===== src/rtl/note_gen_pkg.sv =====
// Shared types and default geometry for the note-position lane generators.
package note_gen_pkg;

  typedef enum logic [1:0] {
    IDLE  = 2'd0,
    ARMED = 2'd1,
    RUN   = 2'd2
  } lane_state_t;

  localparam int NOTE_WIDTH = 8;
  localparam int NOTE_START = 200;
  localparam int NOTE_STEP  = 4;
  localparam int NOTE_STOP  = 216;

endpackage


===== src/rtl/note_lane.sv =====
// One playfield lane: walks pos from START toward STOP in STEP increments,
// one step per advancing tick, with restart/abort and wrap/done event pulses.
//
// state | meaning
// IDLE  | parked at START, inactive
// ARMED | parked at START, active, next advancing tick enables stepping
// RUN   | active, stepping on each advancing tick
module note_lane
  import note_gen_pkg::*;
#(
  parameter int WIDTH = NOTE_WIDTH,
  parameter int START = NOTE_START,
  parameter int STEP  = NOTE_STEP,
  parameter int STOP  = NOTE_STOP
) (
  input  logic             clk,
  input  logic             reset,
  input  logic             adv,
  input  logic             start,
  input  logic             stop,
  input  logic             lane_loop,
  output logic             active,
  output logic [WIDTH-1:0] pos,
  output logic             wrap_pulse,
  output logic             done_pulse
);

  if (!(START < STOP && STEP >= 1 && (STOP + STEP) < (2 ** WIDTH))) begin : g_param_check
    $error("note_lane: need START < STOP, STEP >= 1 and STOP + STEP < 2**WIDTH");
  end

  localparam logic [WIDTH-1:0] START_V = WIDTH'(START);
  localparam logic [WIDTH-1:0] STEP_V  = WIDTH'(STEP);
  localparam logic [WIDTH-1:0] STOP_V  = WIDTH'(STOP);

  lane_state_t      state, state_nxt;
  logic [WIDTH-1:0] pos_nxt;
  logic             wrap_nxt, done_nxt;

  // State, coordinate and event pulses are all registered together.
  always_ff @(posedge clk or posedge reset) begin
    if (reset) begin
      state      <= IDLE;
      pos        <= START_V;
      wrap_pulse <= 1'b0;
      done_pulse <= 1'b0;
    end else begin
      state      <= state_nxt;
      pos        <= pos_nxt;
      wrap_pulse <= wrap_nxt;
      done_pulse <= done_nxt;
    end
  end

  // Abort beats arm, arm beats tick; the terminal test happens on the tick
  // after pos reaches STOP, so the last coordinate is held for one step.
  always_comb begin
    state_nxt = state;
    pos_nxt   = pos;
    wrap_nxt  = 1'b0;
    done_nxt  = 1'b0;
    if (stop) begin
      state_nxt = IDLE;
      pos_nxt   = START_V;
    end else if (start) begin
      state_nxt = ARMED;
      pos_nxt   = START_V;
    end else if (adv) begin
      case (state)
        ARMED: state_nxt = RUN;
        RUN: begin
          if (pos < STOP_V) begin
            pos_nxt = pos + STEP_V;
          end else if (lane_loop) begin
            pos_nxt  = START_V;
            wrap_nxt = 1'b1;
          end else begin
            state_nxt = IDLE;
            pos_nxt   = START_V;
            done_nxt  = 1'b1;
          end
        end
        default: ;
      endcase
    end
  end

  // Active whenever the lane has been armed and not yet parked.
  always_comb begin
    active = (state != IDLE);
  end

endmodule


===== src/rtl/note_lane_array.sv =====
// Bank of independent note lanes sharing tick and pause; packs each lane's
// coordinate into lane_pos at [i*WIDTH +: WIDTH].
module note_lane_array
  import note_gen_pkg::*;
#(
  parameter int LANES = 4,
  parameter int WIDTH = NOTE_WIDTH,
  parameter int START = NOTE_START,
  parameter int STEP  = NOTE_STEP,
  parameter int STOP  = NOTE_STOP
) (
  input  logic                   clk,
  input  logic                   reset,
  input  logic                   tick,
  input  logic                   pause,
  input  logic [LANES-1:0]       lane_start,
  input  logic [LANES-1:0]       lane_stop,
  input  logic [LANES-1:0]       lane_loop,
  output logic [LANES-1:0]       lane_active,
  output logic [LANES*WIDTH-1:0] lane_pos,
  output logic [LANES-1:0]       wrap_pulse,
  output logic [LANES-1:0]       done_pulse
);

  if (LANES < 1) begin : g_lanes_check
    $error("note_lane_array: LANES must be at least 1");
  end

  logic adv;

  // A paused tick is dropped outright rather than queued.
  assign adv = tick & ~pause;

  for (genvar i = 0; i < LANES; i++) begin : g_lane
    logic [WIDTH-1:0] pos_i;

    note_lane #(
      .WIDTH(WIDTH),
      .START(START),
      .STEP (STEP),
      .STOP (STOP)
    ) u_lane (
      .clk       (clk),
      .reset     (reset),
      .adv       (adv),
      .start     (lane_start[i]),
      .stop      (lane_stop[i]),
      .lane_loop (lane_loop[i]),
      .active    (lane_active[i]),
      .pos       (pos_i),
      .wrap_pulse(wrap_pulse[i]),
      .done_pulse(done_pulse[i])
    );

    assign lane_pos[i*WIDTH +: WIDTH] = pos_i;
  end

endmodule


===== config.mk =====
export PLATFORM = sky130hd
export DESIGN_NAME = note_lane_array
export DESIGN_NICKNAME = d
export VERILOG_FILES = /design/src/rtl/note_gen_pkg.sv /design/src/rtl/note_lane.sv /design/src/rtl/note_lane_array.sv
export SDC_FILE = /design/constraint.sdc
export NUM_CORES = 1
export LEC_CHECK = 0
export CAP_MARGIN = 20
export CORE_AREA = 2 2 72 88
export CTS_CLUSTER_DIAMETER = 200
export DETAILED_ROUTE_END_ITERATION = 12
export DIE_AREA = 0 0 74 90
export PLACE_DENSITY = 0.74
export SYNTH_ARGS = -nofsm -noshare
export SYNTH_HDL_FRONTEND = slang
export SYNTH_SLANG_ARGS = --single-unit

===== constraint.sdc =====
create_clock -name clk -period 1.4 [get_ports clk]
set_input_delay 0.21 -clock clk [delete_from_list [all_inputs] [get_ports clk]]
set_output_delay 0.21 -clock clk [all_outputs]
set_load 0.02 [all_outputs]

==> flow_results.org <==
** Cells and area
- Relative to the synthesized area, the layout overhead comes to 46.32%.
- Summing all non-filler instances in the final layout gives an area of 3383 µm².
- Footprint of the multi-input gates :: 1235 µm²
- Measured on the finished design, the core utilization comes to 0.5777.
- In the final design database the tool counted 366 nets.
- Most common cell after layout, fill and taps aside :: sky130_fd_sc_hd__buf_4
- Antenna diode count :: 0
- Commonest cells after routing, fill and taps aside :: sky130_fd_sc_hd__buf_4, sky130_fd_sc_hd__dfrtp_1, sky130_fd_sc_hd__dlygate4sd2_1, sky130_fd_sc_hd__nor2_1
- Fraction of final layout cells sized beyond drive strength 1 :: 0.3540
- After the flow finishes, the layout carries non-filler instances totaling 421.
- Registers take 1016 µm².
- Counting the fill cells in the layout gives 530.

** Run
- Total of max-cap violations :: 0

** Logic synthesis
- The share of the Yosys chip area taken by registers is 0.4394.
- Dividing the synthesized area by the synthesized cell count gives 9.594 µm².
- Register bit count reported by yosys :: 40
- The most used flip-flop cell after synthesis is sky130_fd_sc_hd__dfrtp_1.
- For this run, asynchronously set or reset flops after synthesis account for 1.000.
- Number of synthesis warnings :: 0
- The mapped netlist covers 2312 µm².
- Number of distinct library cell variants in the gate-level netlist after synthesis :: 44
- The cell count after synthesis came out at 241.
- Yosys mapped a number of flops with a built-in enable equal to 0.

** Worst setup path
- Crit path buf inv count :: 1
- The worst register-to-register path has a setup slack of -0.01 ns.
- Reg-to-reg startpoint :: g_lane[3].u_lane.pos[3]
- For this run, the slowest stage of the critical path takes 0.57 ns.
- By startpoint and endpoint, the worst setup path is classified as flip-flop to flip-flop.
- Measured in cells, the most critical reg-to-reg path has a length of 5.
- Cell Chain, Critical Path :: a21o_1 > buf_4 > nand3_1 > a21oi_1 > o31ai_1
- CP max FO :: 4
- Required time of the critical path :: 1.58 ns
- Endpoint of the lowest-slack register-to-register path :: g_lane[3].u_lane.state[0]
- Arrival time of data at the critical path endpoint :: 1.59 ns
- Among all stages on the critical path, the largest delay is contributed by sky130_fd_sc_hd__dfstp_2.
- Worst Setup Start Kind :: flip-flop
- The critical path runs through a total of 5 cells.
- Nature of the critical path endpoint :: flip-flop
- Worst setup path startpoint :: g_lane[3].u_lane.pos[3]
- On the critical path the largest part of the delay comes from flip-flops.

** Timing
- Final Hold Fails :: 0
- For the final database, setup skew stands at 0.003929 ns.
- Setup violations remaining at the end of the flow were counted as 3.
- Of the available clock period, the critical path in the final layout requires 1.009.
- Final worst setup slack :: -0.01321 ns
- Fmax :: 0.7076 GHz
- The count of pins over their slew limit was 0.
- For the finished layout, the period the worst path requires is 1.413 ns.
- Setup repair after global routing could not meet its margin everywhere.
- Hold Worst Slack :: 0.1777 ns

** Pwr
- P_sw :: 0.5821 mW
- Switching share of total power :: 0.2520
- Maximum vdd ir drop :: 0.0004498 V
- Static leakage :: 1.594 nW
- Clock Power Share :: 0.348
- Internal power comes to 1.728 mW.
- The share of total power dissipated in combinational logic is 0.141.
- Power density over cell area :: 682.9 nW/µm²
- Of the total power, registers draw 0.511.

** Outcome
- The final reports fail on negative setup slack.
- Run status :: finished, violations left

** Route
- After the first detailed-routing iteration, the DRC count stood at 68.
- After detailed routing, the average wire length per cell comes to 13.23 µm.
- For this block, the routed nets add up to 5.570 mm of wire.
- Ratio of routed vias to standard cells :: 5.002
- The detail route stage leaves a number of antenna-violating nets equal to 0.
- Count of vias placed by the detailed router :: 2106
- Number of optimization iterations in the first detailed-route pass :: 4
- In the routed design, unresolved DRC markers number 0.

** Global route
- The number of global-route vias before repair was 1960.
- Overall track demand over capacity in global routing :: 0.1649
- The number of antenna violations at the first check in global routing is 0.
- Entering global routing, the biggest net connects 27 pins.
- Wire length of the first global-routing pass :: 8.728 mm
- Residual overflow from global routing :: 0

** Clock network
- Clock latency on the worst-skew pair, taken at its later pin, is 0.29 ns.
- Clock transition time at the flip-flop clock pins of the worst setup and hold paths :: 0.08 ns
- The clock tree synthesis step divided the H-tree into 2 levels.
- No sink is reached through more buffers than the 2 on the longest clock path.
- Number of CTS-inserted buffers :: 5
- TritonCTS Sinks :: 40
- Clock tree synthesis selected as its root buffer the cell sky130_fd_sc_hd__clkbuf_8.
- TritonCTS built the clock tree.

** Floorplanning
- The floorplan step defined a die boundary enclosing 6660 µm².
- After floorplanning, the core was divided into 31 placement rows.
- Pin placement for this block handled 60 I/O pins.
- Effective utilization at floorplan :: 0.3948
- Chip height :: 90 µm
- The region available for standard cell placement spans 5857 µm².
- Width of the die :: 74 µm

** Placement
- Routability-driven placement finished with a final weighted congestion of 0.8912.
- Port Buffer Count :: 51
- Place WS :: -0.2953 ns
- Summing all placed instances gives a cell area of 3199 µm².
- Half-perimeter wire length of the detailed placement result :: 4.070 mm
- Counting tap cells, the placed design contains a total of 409 instances.

** Min path
- Class of the most critical hold timing path :: primary input to async pin
[power groups by stage]
stage	Clock [mW]	Sequential (mW)	Combinational [mW]
3_5_place_dp	0	1.20	0.316
4_1_cts	0.829	1.18	0.312
3_3_place_gp	0	1.20	0.311
5_1_grt	0.870	1.18	0.360
2_1_floorplan	0	1.20	0.173
6_report	0.803	1.18	0.326
[timing repair]
action | CTS | global route
buffers inserted | 2 | 2
resized for setup | 67 | 32
pin swaps | 5 | 8
setup endpoints to repair | 53 | 29
hold buffers | 0 | 0
[per-layer routing]
| layer | up-vias | part of all wire | track usage |
|---|---|---|---|
| met5 | - | 0 | 0 |
| met4 | 0 | 0.015 | 0.05909 |
| met3 | 7 | 0.045 | 0.03587 |
| met2 | 53 | 0.51 | 0.2731 |
| met1 | 1028 | 0.43 | 0.2069 |
| li1 | 1018 | - | - |
[layout make-up]
type	count	area share
Clock buffer	8	0.02663
Inverter	14	0.01553
Multi-Input combinational cell	170	0.3650
Sequential cell	40	0.3003
Tap cell	82	0.03033
Timing Repair Buffer	107	0.2622
[synthesized netlist by cell type, types with 2 or more instances]
master                      count  area share
sky130_fd_sc_hd__a21oi_1       10       0.022
sky130_fd_sc_hd__nor2_1        18       0.029
sky130_fd_sc_hd__o2111ai_1      2      0.0076
sky130_fd_sc_hd__a31oi_1        4       0.011
sky130_fd_sc_hd__and2_2         2      0.0065
sky130_fd_sc_hd__clkbuf_1       2      0.0032
sky130_fd_sc_hd__o21ai_0       21       0.045
sky130_fd_sc_hd__nor4_1         5       0.014
sky130_fd_sc_hd__nand2_1       10       0.016
sky130_fd_sc_hd__or3_1          2      0.0054
sky130_fd_sc_hd__and3_1         8       0.022
sky130_fd_sc_hd__inv_1         14       0.023
sky130_fd_sc_hd__or2_2          6       0.016
sky130_fd_sc_hd__o31ai_1        4       0.013
sky130_fd_sc_hd__and3b_1        2      0.0076
sky130_fd_sc_hd__nor3_1         3      0.0065
sky130_fd_sc_hd__a21o_1         4       0.013
sky130_fd_sc_hd__dfrtp_1       28        0.30
sky130_fd_sc_hd__mux2i_1        2      0.0087
sky130_fd_sc_hd__nand3_1       11       0.024
sky130_fd_sc_hd__buf_2          2      0.0043
sky130_fd_sc_hd__nand3b_1       3      0.0097
sky130_fd_sc_hd__a32o_1         4       0.017
sky130_fd_sc_hd__dfstp_2       12        0.14
sky130_fd_sc_hd__buf_4         20       0.065
sky130_fd_sc_hd__xnor2_1        3       0.011
sky130_fd_sc_hd__nor3b_1        4       0.013
sky130_fd_sc_hd__nand2b_1       3      0.0081
sky130_fd_sc_hd__xor2_1         5       0.019
sky130_fd_sc_hd__ha_1          12       0.065
sky130_fd_sc_hd__and4_1         2      0.0076
[sequential cells by signal, indices dropped and copies added (netlist names)]
register,cells
g_lane.u_lane.state,8
g_lane.u_lane.wrap_pulse,4
g_lane.u_lane.pos,24
g_lane.u_lane.done_pulse,4
[metrics by stage]
step	setup TNS, ns	total power [mW]
floorplan	-0.02096	1.372
global placement	-5.661	1.510
detailed placement	-7.324	1.515
CTS	0	2.321
global route	-0.4116	2.414
finish	-0.02223	2.310
[worst max path at each step]
stage,to
after floorplan,g_lane[2].u_lane.pos[5]
after global placement,g_lane[3].u_lane.pos[5]
after detailed placement,g_lane[3].u_lane.pos[5]
after CTS,g_lane[0].u_lane.pos[5]
after global routing,g_lane[3].u_lane.state[0]
final,g_lane[3].u_lane.state[0]
[cell families after synthesis]
| group | Yosys count | synth area share |
|---|---|---|
| AOI/OAI and AO/OA | 55 | 0.1504 |
| xor gates and xnor gates | 8 | 0.03030 |
| adders and majority gates | 12 | 0.06493 |
| buffers and inverters | 38 | 0.09524 |
| DFF | 40 | 0.4394 |
| muxes | 2 | 0.008658 |
| other | 1 | 0.001622 |
| and+or+nand+nor | 85 | 0.2094 |
Power figures use the tool's default switching activity.
